$ cat src/rtl/taxi_apb_arb_rr_if.sv
// Signal bundle for the round-robin APB arbiter: the PORTS requester-side
// APB slave ports plus the single shared APB master port.
// The master modport is the arbiter's view; the slave modport is the
// environment's view (requesters and completer).
interface taxi_apb_arb_rr_if #(
    parameter int PORTS  = 3,
    parameter int ADDR_W = 18,
    parameter int DATA_W = 16,
    parameter int STRB_W = DATA_W/8
);
    // Requester side
    logic [PORTS-1:0]        s_psel;
    logic [PORTS-1:0]        s_penable;
    logic [PORTS-1:0]        s_pwrite;
    logic [PORTS*ADDR_W-1:0] s_paddr;
    logic [PORTS*DATA_W-1:0] s_pwdata;
    logic [PORTS*STRB_W-1:0] s_pstrb;
    logic [PORTS-1:0]        s_pready;
    logic [DATA_W-1:0]       s_prdata;
    logic [PORTS-1:0]        s_pslverr;

    // Completer side
    logic                    m_psel;
    logic                    m_penable;
    logic                    m_pwrite;
    logic [ADDR_W-1:0]       m_paddr;
    logic [DATA_W-1:0]       m_pwdata;
    logic [STRB_W-1:0]       m_pstrb;
    logic                    m_pready;
    logic [DATA_W-1:0]       m_prdata;
    logic                    m_pslverr;

    modport master (
        input  s_psel, s_penable, s_pwrite, s_paddr, s_pwdata, s_pstrb,
        output s_pready, s_prdata, s_pslverr,
        output m_psel, m_penable, m_pwrite, m_paddr, m_pwdata, m_pstrb,
        input  m_pready, m_prdata, m_pslverr
    );

    modport slave (
        output s_psel, s_penable, s_pwrite, s_paddr, s_pwdata, s_pstrb,
        input  s_pready, s_prdata, s_pslverr,
        input  m_psel, m_penable, m_pwrite, m_paddr, m_pwdata, m_pstrb,
        output m_pready, m_prdata, m_pslverr
    );
endinterface

$ cat src/rtl/taxi_apb_arb_rr.sv
// Round-robin arbiter sharing one APB master port between PORTS requesters.
// Transfers are serialised through IDLE -> SETUP -> ACCESS -> RESP; all
// master-side outputs are registered and the response is steered back to
// the granted requester only.
// Optional hung-transfer abort: define APB_ARB_TIMEOUT_EN to terminate an
// ACCESS phase with an error after TIMEOUT_CYCLES cycles without m_pready.
module taxi_apb_arb_rr #(
    parameter int PORTS          = 3,
    parameter int ADDR_W         = 18,
    parameter int DATA_W         = 16,
    parameter int STRB_W         = DATA_W/8,
    parameter int TIMEOUT_CYCLES = 1024,
    localparam int GRANT_W       = (PORTS > 1) ? $clog2(PORTS) : 1
) (
    input  logic               clk,
    input  logic               rst_n,
    taxi_apb_arb_rr_if.master  bus,
    output logic [GRANT_W-1:0] grant,
    output logic               busy
);

    typedef enum logic [1:0] {IDLE, SETUP, ACCESS, RESP} state_t;

    state_t             state;
    state_t             state_next;
    logic [GRANT_W-1:0] ptr;
    logic [GRANT_W-1:0] pick;
    logic               pick_valid;
    int                 idx;
    logic [DATA_W-1:0]  resp_data;
    logic               resp_err;
    logic               abort;
    logic [PORTS-1:0]   resp_onehot;

    // s_penable carries no information the arbiter needs
    logic unused_penable;
    assign unused_penable = ^bus.s_penable;

`ifdef APB_ARB_TIMEOUT_EN
    localparam int TO_W = $clog2(TIMEOUT_CYCLES + 1);

    logic [TO_W-1:0] to_cnt;

    // Count stalled ACCESS cycles; zero whenever not in ACCESS
    always_ff @(posedge clk or negedge rst_n) begin
        if (!rst_n) begin
            to_cnt <= '0;
        end else if (state != ACCESS) begin
            to_cnt <= '0;
        end else if (!bus.m_pready) begin
            to_cnt <= to_cnt + 1'b1;
        end
    end

    // Limit hit on the last allowed stalled cycle; a late m_pready still wins
    assign abort = (state == ACCESS) && !bus.m_pready &&
                   (to_cnt == TO_W'(TIMEOUT_CYCLES - 1));
`else
    logic unused_timeout;
    assign unused_timeout = (TIMEOUT_CYCLES == 0);
    assign abort = 1'b0;
`endif

    // Rotating-priority search starting at ptr
    always_comb begin
        pick_valid = 1'b0;
        pick       = '0;
        idx        = 0;
        for (int k = 0; k < PORTS; k++) begin
            idx = int'(ptr) + k;
            if (idx >= PORTS) begin
                idx = idx - PORTS;
            end
            if (!pick_valid && bus.s_psel[idx]) begin
                pick_valid = 1'b1;
                pick       = GRANT_W'(idx);
            end
        end
    end

    // Next-state logic
    always_comb begin
        state_next = state;
        case (state)
            IDLE:    if (pick_valid) state_next = SETUP;
            SETUP:   state_next = ACCESS;
            ACCESS:  if (bus.m_pready || abort) state_next = RESP;
            RESP:    state_next = IDLE;
            default: state_next = IDLE;
        endcase
    end

    // State register
    always_ff @(posedge clk or negedge rst_n) begin
        if (!rst_n) begin
            state <= IDLE;
        end else begin
            state <= state_next;
        end
    end

    // Registered master outputs, grant/pointer update and response capture
    always_ff @(posedge clk or negedge rst_n) begin
        if (!rst_n) begin
            bus.m_psel    <= 1'b0;
            bus.m_penable <= 1'b0;
            bus.m_pwrite  <= 1'b0;
            bus.m_paddr   <= '0;
            bus.m_pwdata  <= '0;
            bus.m_pstrb   <= '0;
            grant         <= '0;
            ptr           <= '0;
            resp_data     <= '0;
            resp_err      <= 1'b0;
        end else begin
            bus.m_psel    <= (state_next == SETUP) || (state_next == ACCESS);
            bus.m_penable <= (state_next == ACCESS);
            if (state == IDLE && pick_valid) begin
                bus.m_pwrite <= bus.s_pwrite[pick];
                bus.m_paddr  <= bus.s_paddr[pick*ADDR_W +: ADDR_W];
                bus.m_pwdata <= bus.s_pwdata[pick*DATA_W +: DATA_W];
                bus.m_pstrb  <= bus.s_pstrb[pick*STRB_W +: STRB_W];
                grant        <= pick;
                ptr          <= (pick == GRANT_W'(PORTS - 1)) ? '0 : pick + 1'b1;
            end
            if (state == ACCESS && bus.m_pready) begin
                resp_data <= bus.m_prdata;
                resp_err  <= bus.m_pslverr;
            end else if (abort) begin
                resp_data <= '0;
                resp_err  <= 1'b1;
            end
        end
    end

    assign resp_onehot   = (state == RESP) ? (PORTS'(1) << grant) : '0;
    assign bus.s_pready  = resp_onehot;
    assign bus.s_pslverr = resp_err ? resp_onehot : '0;
    assign bus.s_prdata  = resp_data;
    assign busy          = (state != IDLE);

endmodule

$ cat src/flat_wrapper.sv
// flat-port wrapper written by rule: the top's interface ports become plain ports
module taxi_apb_arb_rr_flat 
#(
    parameter int PORTS          = 3,
    parameter int ADDR_W         = 18,
    parameter int DATA_W         = 16,
    parameter int STRB_W         = DATA_W/8,
    parameter int TIMEOUT_CYCLES = 1024,
    localparam int GRANT_W       = (PORTS > 1) ? $clog2(PORTS) : 1
)
  (clk, rst_n, grant, busy, bus_s_psel, bus_s_penable, bus_s_pwrite, bus_s_paddr, bus_s_pwdata, bus_s_pstrb, bus_s_pready, bus_s_prdata, bus_s_pslverr, bus_m_psel, bus_m_penable, bus_m_pwrite, bus_m_paddr, bus_m_pwdata, bus_m_pstrb, bus_m_pready, bus_m_prdata, bus_m_pslverr);
  taxi_apb_arb_rr_if #(.PORTS(PORTS), .ADDR_W(ADDR_W), .DATA_W(DATA_W), .STRB_W(STRB_W)) bus_i ();
  input  logic clk;
  input  logic rst_n;
  output logic [GRANT_W-1:0] grant;
  output logic busy;
  input wire logic [$bits(bus_i.s_psel)-1:0] bus_s_psel;
  input wire logic [$bits(bus_i.s_penable)-1:0] bus_s_penable;
  input wire logic [$bits(bus_i.s_pwrite)-1:0] bus_s_pwrite;
  input wire logic [$bits(bus_i.s_paddr)-1:0] bus_s_paddr;
  input wire logic [$bits(bus_i.s_pwdata)-1:0] bus_s_pwdata;
  input wire logic [$bits(bus_i.s_pstrb)-1:0] bus_s_pstrb;
  output wire logic [$bits(bus_i.s_pready)-1:0] bus_s_pready;
  output wire logic [$bits(bus_i.s_prdata)-1:0] bus_s_prdata;
  output wire logic [$bits(bus_i.s_pslverr)-1:0] bus_s_pslverr;
  output wire logic [$bits(bus_i.m_psel)-1:0] bus_m_psel;
  output wire logic [$bits(bus_i.m_penable)-1:0] bus_m_penable;
  output wire logic [$bits(bus_i.m_pwrite)-1:0] bus_m_pwrite;
  output wire logic [$bits(bus_i.m_paddr)-1:0] bus_m_paddr;
  output wire logic [$bits(bus_i.m_pwdata)-1:0] bus_m_pwdata;
  output wire logic [$bits(bus_i.m_pstrb)-1:0] bus_m_pstrb;
  input wire logic [$bits(bus_i.m_pready)-1:0] bus_m_pready;
  input wire logic [$bits(bus_i.m_prdata)-1:0] bus_m_prdata;
  input wire logic [$bits(bus_i.m_pslverr)-1:0] bus_m_pslverr;
  assign bus_i.s_psel = bus_s_psel;
  assign bus_i.s_penable = bus_s_penable;
  assign bus_i.s_pwrite = bus_s_pwrite;
  assign bus_i.s_paddr = bus_s_paddr;
  assign bus_i.s_pwdata = bus_s_pwdata;
  assign bus_i.s_pstrb = bus_s_pstrb;
  assign bus_s_pready = bus_i.s_pready;
  assign bus_s_prdata = bus_i.s_prdata;
  assign bus_s_pslverr = bus_i.s_pslverr;
  assign bus_m_psel = bus_i.m_psel;
  assign bus_m_penable = bus_i.m_penable;
  assign bus_m_pwrite = bus_i.m_pwrite;
  assign bus_m_paddr = bus_i.m_paddr;
  assign bus_m_pwdata = bus_i.m_pwdata;
  assign bus_m_pstrb = bus_i.m_pstrb;
  assign bus_i.m_pready = bus_m_pready;
  assign bus_i.m_prdata = bus_m_prdata;
  assign bus_i.m_pslverr = bus_m_pslverr;
  taxi_apb_arb_rr #(.PORTS(PORTS), .ADDR_W(ADDR_W), .DATA_W(DATA_W), .STRB_W(STRB_W), .TIMEOUT_CYCLES(TIMEOUT_CYCLES)) u_core (.clk(clk), .rst_n(rst_n), .bus(bus_i), .grant(grant), .busy(busy));
endmodule
$ cat config.mk
export PLATFORM = sky130hd
export DESIGN_NAME = taxi_apb_arb_rr_flat
export DESIGN_NICKNAME = d
export VERILOG_FILES = /design/src/rtl/taxi_apb_arb_rr_if.sv /design/src/rtl/taxi_apb_arb_rr.sv /design/src/flat_wrapper.sv
export SDC_FILE = /design/constraint.sdc
export NUM_CORES = 1
export LEC_CHECK = 0
export CORE_AREA = 10 10 103 124
export CTS_CLUSTER_DIAMETER = 50
export DETAILED_ROUTE_END_ITERATION = 16
export DIE_AREA = 0 0 113 134
export GPL_TIMING_DRIVEN = 1
export HOLD_SLACK_MARGIN = 0.03
export PLACE_DENSITY = 0.86
export SLEW_MARGIN = 10
export SYNTH_ARGS = -nofsm -noshare
export SYNTH_HDL_FRONTEND = slang
export SYNTH_SLANG_ARGS = --single-unit
$ cat constraint.sdc
create_clock -name clk -period 6.5 [get_ports clk]
set_input_delay 1.625 -clock clk [delete_from_list [all_inputs] [get_ports clk]]
set_output_delay 1.625 -clock clk [all_outputs]
set_load 0.1 [all_outputs]
# [Word-level counts from Yosys, hierarchy flattened]
# Index checks and enable logic that the tools add are counted.
[classes] n_addsub=6 n_mul=1 div=0 n_lt_le_gt_ge=7 n_eq_ne=6 shifts=4 mux=26 bitwise_logic=0 reduce_logical=9
[ops] cell="$lt 32x4->1 const B" count=3
[ops] cell="$mux 32" count=3
[ops] cell="$ge 32x3->1 const B" count=2
[ops] cell="$sub 32x3->32 const B" count=2
[ops] cell="$shiftx 54x8->18" count=1
[ops] cell="$shiftx 48x7->16" count=1
[ops] cell="$mux 2" count=6
[ops] cell="$mux 1" count=10
[ops] cell="$bmux 1 s2" count=4
[ops] cell="$eq 2x2->1 const B" count=4
[ops] cell="$pmux 2 s4" count=1
[ops] cell="$mul 2x4->6 const B" count=1
[ops] cell="$mux 3" count=2
[ops] cell="$shiftx 6x4->2" count=1
[ops] cell="$eq 2x1->1 const B" count=2
[ops] cell="$logic_and 1x1->1" count=4
[ops] cell="$add 2x1->3 const B" count=1
[ops] cell="$add 2x2->3 const B" count=1
[ops] cell="$lt 2x3->1 const B" count=1
[ops] cell="$shl 1x2->3 const A" count=1
[ops] cell="$sub 2x2->3 const B" count=1
[ops] cell="$add 2x1->2 const B" count=1
[ops] cell="$ge 2x2->1 const B" count=1
[ops] cell="$logic_not 1->1" count=2
[ops] cell="3 further kinds" count=3
[totals] ff_bits=62 latchBits=0 mem_bits_rw=0 romBits=0 inputBits=137 out_inout_bits=64 elab_cells=70 memories=0

# [Depth between registers and ports, before layout]
[depth] word_depth=16 depth_mapped=11 depth_no_buf=8

# [Least setup slack after synthesis]
# No wires, ideal clock.
[synth_path] kind="register to output" startpoint="register u_core.grant[0]" endpoint="output bus_s_pslverr[0]" arrival_time_ps=4127 required_time_ps=4875 setup_slack_ps=748 stages_incl_launch_ff=3 path_buffers=0 cell_sequence="dfrtp_1 -> nor3b_1 -> and2_1"
[synth_via] elab_chain_len=3
[synth_rtl] item="start: declaration" line="taxi_apb_arb_rr.sv:18" source="output logic [GRANT_W-1:0] grant,"
[synth_rtl] item="start signal: assignment" line="taxi_apb_arb_rr.sv:123" source="grant <= pick;"
[synth_rtl] item="$shl 1x2->3" line="taxi_apb_arb_rr.sv:136" source="assign resp_onehot = (state == RESP) ? (PORTS'(1) << grant) : '0;"
[synth_rtl] item="$mux 3" line="taxi_apb_arb_rr.sv:136"
[synth_rtl] item="via bus_s_pready[0]" line="flat_wrapper.sv:23" source="output wire logic [$bits(bus_i.s_pready)-1:0] bus_s_pready;"
[synth_rtl] item="$mux 3" line="taxi_apb_arb_rr.sv:138" source="assign bus.s_pslverr = resp_err ? resp_onehot : '0;"
[synth_rtl] item="end: declaration" line="flat_wrapper.sv:25" source="output wire logic [$bits(bus_i.s_pslverr)-1:0] bus_s_pslverr;"
# The timed path passes the listed nets, and every way through them passes these cells.

# [Worst setup path in the final report]
[layout_path] startpoint="input bus_s_psel[1]" endpoint="register u_core.bus.m_paddr[8]"
[layout_via] elab_chain_len=12 word_cells_on_any_way=22
[layout_rtl] item="start: declaration" line="flat_wrapper.sv:17" source="input wire logic [$bits(bus_i.s_psel)-1:0] bus_s_psel;"
[layout_rtl] item="$bmux 1 s2" line="taxi_apb_arb_rr.sv:74" source="if (!pick_valid && bus.s_psel[idx]) begin"
[layout_rtl] item="$mux 1 (not written as such) (2 in series)" line="taxi_apb_arb_rr.sv:74"
[layout_rtl] item="$mux 1" line="taxi_apb_arb_rr.sv:74"
[layout_rtl] item="$logic_not 1->1" line="taxi_apb_arb_rr.sv:74"
[layout_rtl] item="$logic_and 1x1->1" line="taxi_apb_arb_rr.sv:74"
[layout_rtl] item="$mux 1" line="taxi_apb_arb_rr.sv:74"
[layout_rtl] item="$logic_not 1->1" line="taxi_apb_arb_rr.sv:74"
[layout_rtl] item="$logic_and 1x1->1" line="taxi_apb_arb_rr.sv:74"
[layout_rtl] item="$mux 2" line="taxi_apb_arb_rr.sv:74"
[layout_rtl] item="$mul 2x4->6" line="taxi_apb_arb_rr.sv:120" source="bus.m_paddr <= bus.s_paddr[pick*ADDR_W +: ADDR_W];"
[layout_rtl] item="$shiftx 54x8->18" line="taxi_apb_arb_rr.sv:120"
[layout_rtl] item="end signal: assignment" line="taxi_apb_arb_rr.sv:120"
[layout_rtl] item="end: declaration" line="taxi_apb_arb_rr_if.sv:36" source="output m_psel, m_penable, m_pwrite, m_paddr, m_pwdata, m_pstrb,"
# Parallel ways exist; a longest one is shown, timed or not. The select of a mux whose other input is x is not followed.
# A chain may end at the register's enable or synchronous reset.

==> key figures <==
Placement
  – Cells after DPL: 818
  – Port Buf Inserts: just under 200
  – DP HPWL: 12200 um
  – RD Place Congestion: between 0.8 and 0.9
  – Pre-CTS setup slack: 1.77 ns

Synthesis
  – Distinct cells, synth: 37
  – Post-synthesis compound-gate area fraction: between 20% and 30%
  – Top cells by area, synth: dfrtp_1, o211ai_1, o211ai_2
  – Synth Flop Type: dfrtp_1
  – Count leader, synth: o211ai_1
  – Synth Area per Inst: 8.79 um^2
  – Async SR Flop Fraction: 100%
  – Largest family of logic cells by synthesized area: compound AO/OA/AOI/OAI gates
  – Post-synthesis adder-cell area fraction: approximately 2.4%
  – Synthesized area: between 4000 and 5000 um^2
  – Multiplexer share of the synthesized area: between 5 and 6%
  – Commonest cells post-synth: o211ai_1, nand2_1, dfrtp_1
  – Synth Instances: ~540
  – Cell taking the most area after synthesis: dfrtp_1
  – Simple-gate share of the synthesized area: 26.2%
  – Post-synthesis sequential area ratio: 32.5%
  – Yosys warns: 0
  – Number of flops mapped to enable cells by yosys: 0
  – Synth Area in XOR/XNOR: 0%
  – Synthesized Nets: around 690
  – Number of synthesized register bits: 62
  – Yosys top cell area share: approximately 33%

GRT
  – Vias in the first global route: roughly 5400
  – First-pass GRT wire length: between 20000 and 30000 um
  – GR Util All Layers: between 20% and 30%
  – Initial antenna violation count: 0
  – Global route total overflow: 0
  – Largest net degree at the start of global routing: about 120

STA
  – Setup WS post-layout: about 2.1 ns
  – Setup violation total in the final timing report: 0
  – Slew HR: about a quarter
  – Fin Setup TNS: 0 ns
  – Fin crit period: 4.44 ns
  – Final period util: a little under 70%
  – Max Slew Vio Count: 0
  – Layout Skew: around 0.0055 ns
  – Final hold violation count: 0
  – Max Freq: 225 MHz
  – RSZ-0062 raised after global routing: false
  – Worst-margin pin slew: between 1 and 1.5 ns

Job
  – Max Cap Viol: 0

Final layout
  – Area growth, synth to finish: 48.1%
  – Fillers: 785
  – Final #Nets: roughly 850
  – Non-Filler Instances: 834
  – Final Core Density: 68.5%
  – Layout cells sized above 1: a little under an eighth
  – N_diodes: 0

Worst setup path
  – Required time worst endpoint: about 6.7 ns
  – Worst setup SP type: input pin
  – Crit path DAT: between 4 and 5 ns
  – Crit-path max FO: between 100 and 150
  – Kind of critical path: in -> reg
  – CP Capture Type: register

Min path
  – Worst hold path type: reg -> reg

Routing
  – DR vias: 5117
  – WL/cell: between 20 and 25 um
  – DR DRC count: 0
  – Drt pass-1 iters: 5
  – Initial DRC Count: 336
  – Drt total wl: 17300 um
  – Vias per inst: approximately 6.1
  – Final antenna-violating net count: 0

Clock tree
  – Sink Count: between 60 and 70
  – H-tree levels: 3
  – Post-CTS sizing: 0
  – CTS Root Cell: clkbuf_16
  – Hold_buf cts: 0
  – TritonCTS clock tree: built
  – Clock-pin slew on the worst setup and hold paths: 0.05 ns
  – Clock Latency Late Sink: around 0.33 ns
  – CTS Buf Count: 9
  – Post-CTS Setup Inserts: 0
  – Clock Path Buffers: 2

Die
  – Die Wd: roughly 110 um
  – Initial core utilization: between 40% and 50%
  – Die area: about 15000 um^2
  – I/O pin total: roughly 200
  – Row Count: 41
  – Core Area: 10300 um^2
  – Die height: between 100 and 150 um

Run status
  – Run status: finished, final reports clean
==> worst max-delay path, stage by stage <==
cell and delay, ns:
clkdlybuf4s50_1 0.54, mux2_2 0.37, mux2i_4 0.15, buf_4 0.88
a31oi_4 0.60, o211ai_1 0.29, o211ai_2 0.13
==> stage by stage <==
stage,hold slack [ns],instance area (um^2)
finish,0.490,7060
global route,0.515,7060
CTS,0.493,7060
detailed placement,0.479,6750
global placement,0.468,6750
floorplan,0.495,4770
==> cell type report <==
class                   count  area [um^2]  share of cell area (%)
flip-flops and latches     62         1550                    22.0
well taps                 129          161                    2.28
inverters                   7         26.3                   0.372
multi-input cells         413         2970                    42.0
repair buffers            207         2040                    28.9
clock buffers              12          246                    3.49
clock inverters             4         70.1                   0.992
==> cells in the final DEF, fill, tap and decap left out, types with 3 or more instances in the layout <==
cell type,n
mux2i_1,3
nand4_1,37
inv_1,7
clkdlybuf4s50_1,196
o21a_1,3
and3b_1,40
nand2_1,77
o21ai_0,4
nand3_1,3
a21oi_1,37
nand3b_1,3
o211ai_1,82
ha_1,8
mux2_2,19
clkbuf_16,9
dfrtp_1,62
o211ai_2,30
nor2_1,6
nor2b_1,3
buf_4,10
and2_1,4
nand2b_1,37
==> flip-flops by register name, summed over array words and instances, names as in the netlist <==
register,count
u_core.grant,2
u_core.bus.m_pwdata,16
u_core.bus.m_psel,1
u_core.bus.m_pwrite,1
u_core.bus.s_prdata,16
u_core.state,2
u_core.bus.m_pstrb,2
u_core.resp_err,1
u_core.bus.m_penable,1
u_core.bus.m_paddr,18
u_core.ptr,2
==> path summary, 6_finish.rpt <==
kind                                              from                endpoint  slack [ns]  depth (start not counted)
worst max-delay path                     bus_s_psel[1]   u_core.bus.m_paddr[8]        2.06                          7
worst min-delay path            u_core.bus.m_pwdata[7]  u_core.bus.m_pwdata[7]        0.49                          2
worst max register to register           u_core.ptr[1]   u_core.bus.m_paddr[8]        2.25                          9
worst min register to register  u_core.bus.m_pwdata[7]  u_core.bus.m_pwdata[7]        0.49                          2
max in group asynchronous                        rst_n  u_core.bus.m_pwdata[8]        4.51                          2
min in group asynchronous                        rst_n  u_core.bus.s_prdata[1]        1.46                          2
==> cell families (layout without fill, tap and decap cells) <==
family,after synthesis,in the layout
buffers and inverters,68,230
DFF,62,62
muxes,23,23
and+or+nand+nor,216,216
adders and majority gates,9,9
AOI/OAI and AO/OA,165,165
==> routing by layer <==
layer / vias to the layer above / track usage [%] / wire (um)
li1: 2348 / - / -
met1: 2488 / 24.5 / 6580
met2: 238 / 38.8 / 8850
met3: 43 / 4.86 / 1220
met4: 0 / 10.8 / 641
met5: - / 0 / 0
Power is not shown: default switching activity piles up to over one toggle a cycle in this logic, so the estimate is an artifact.
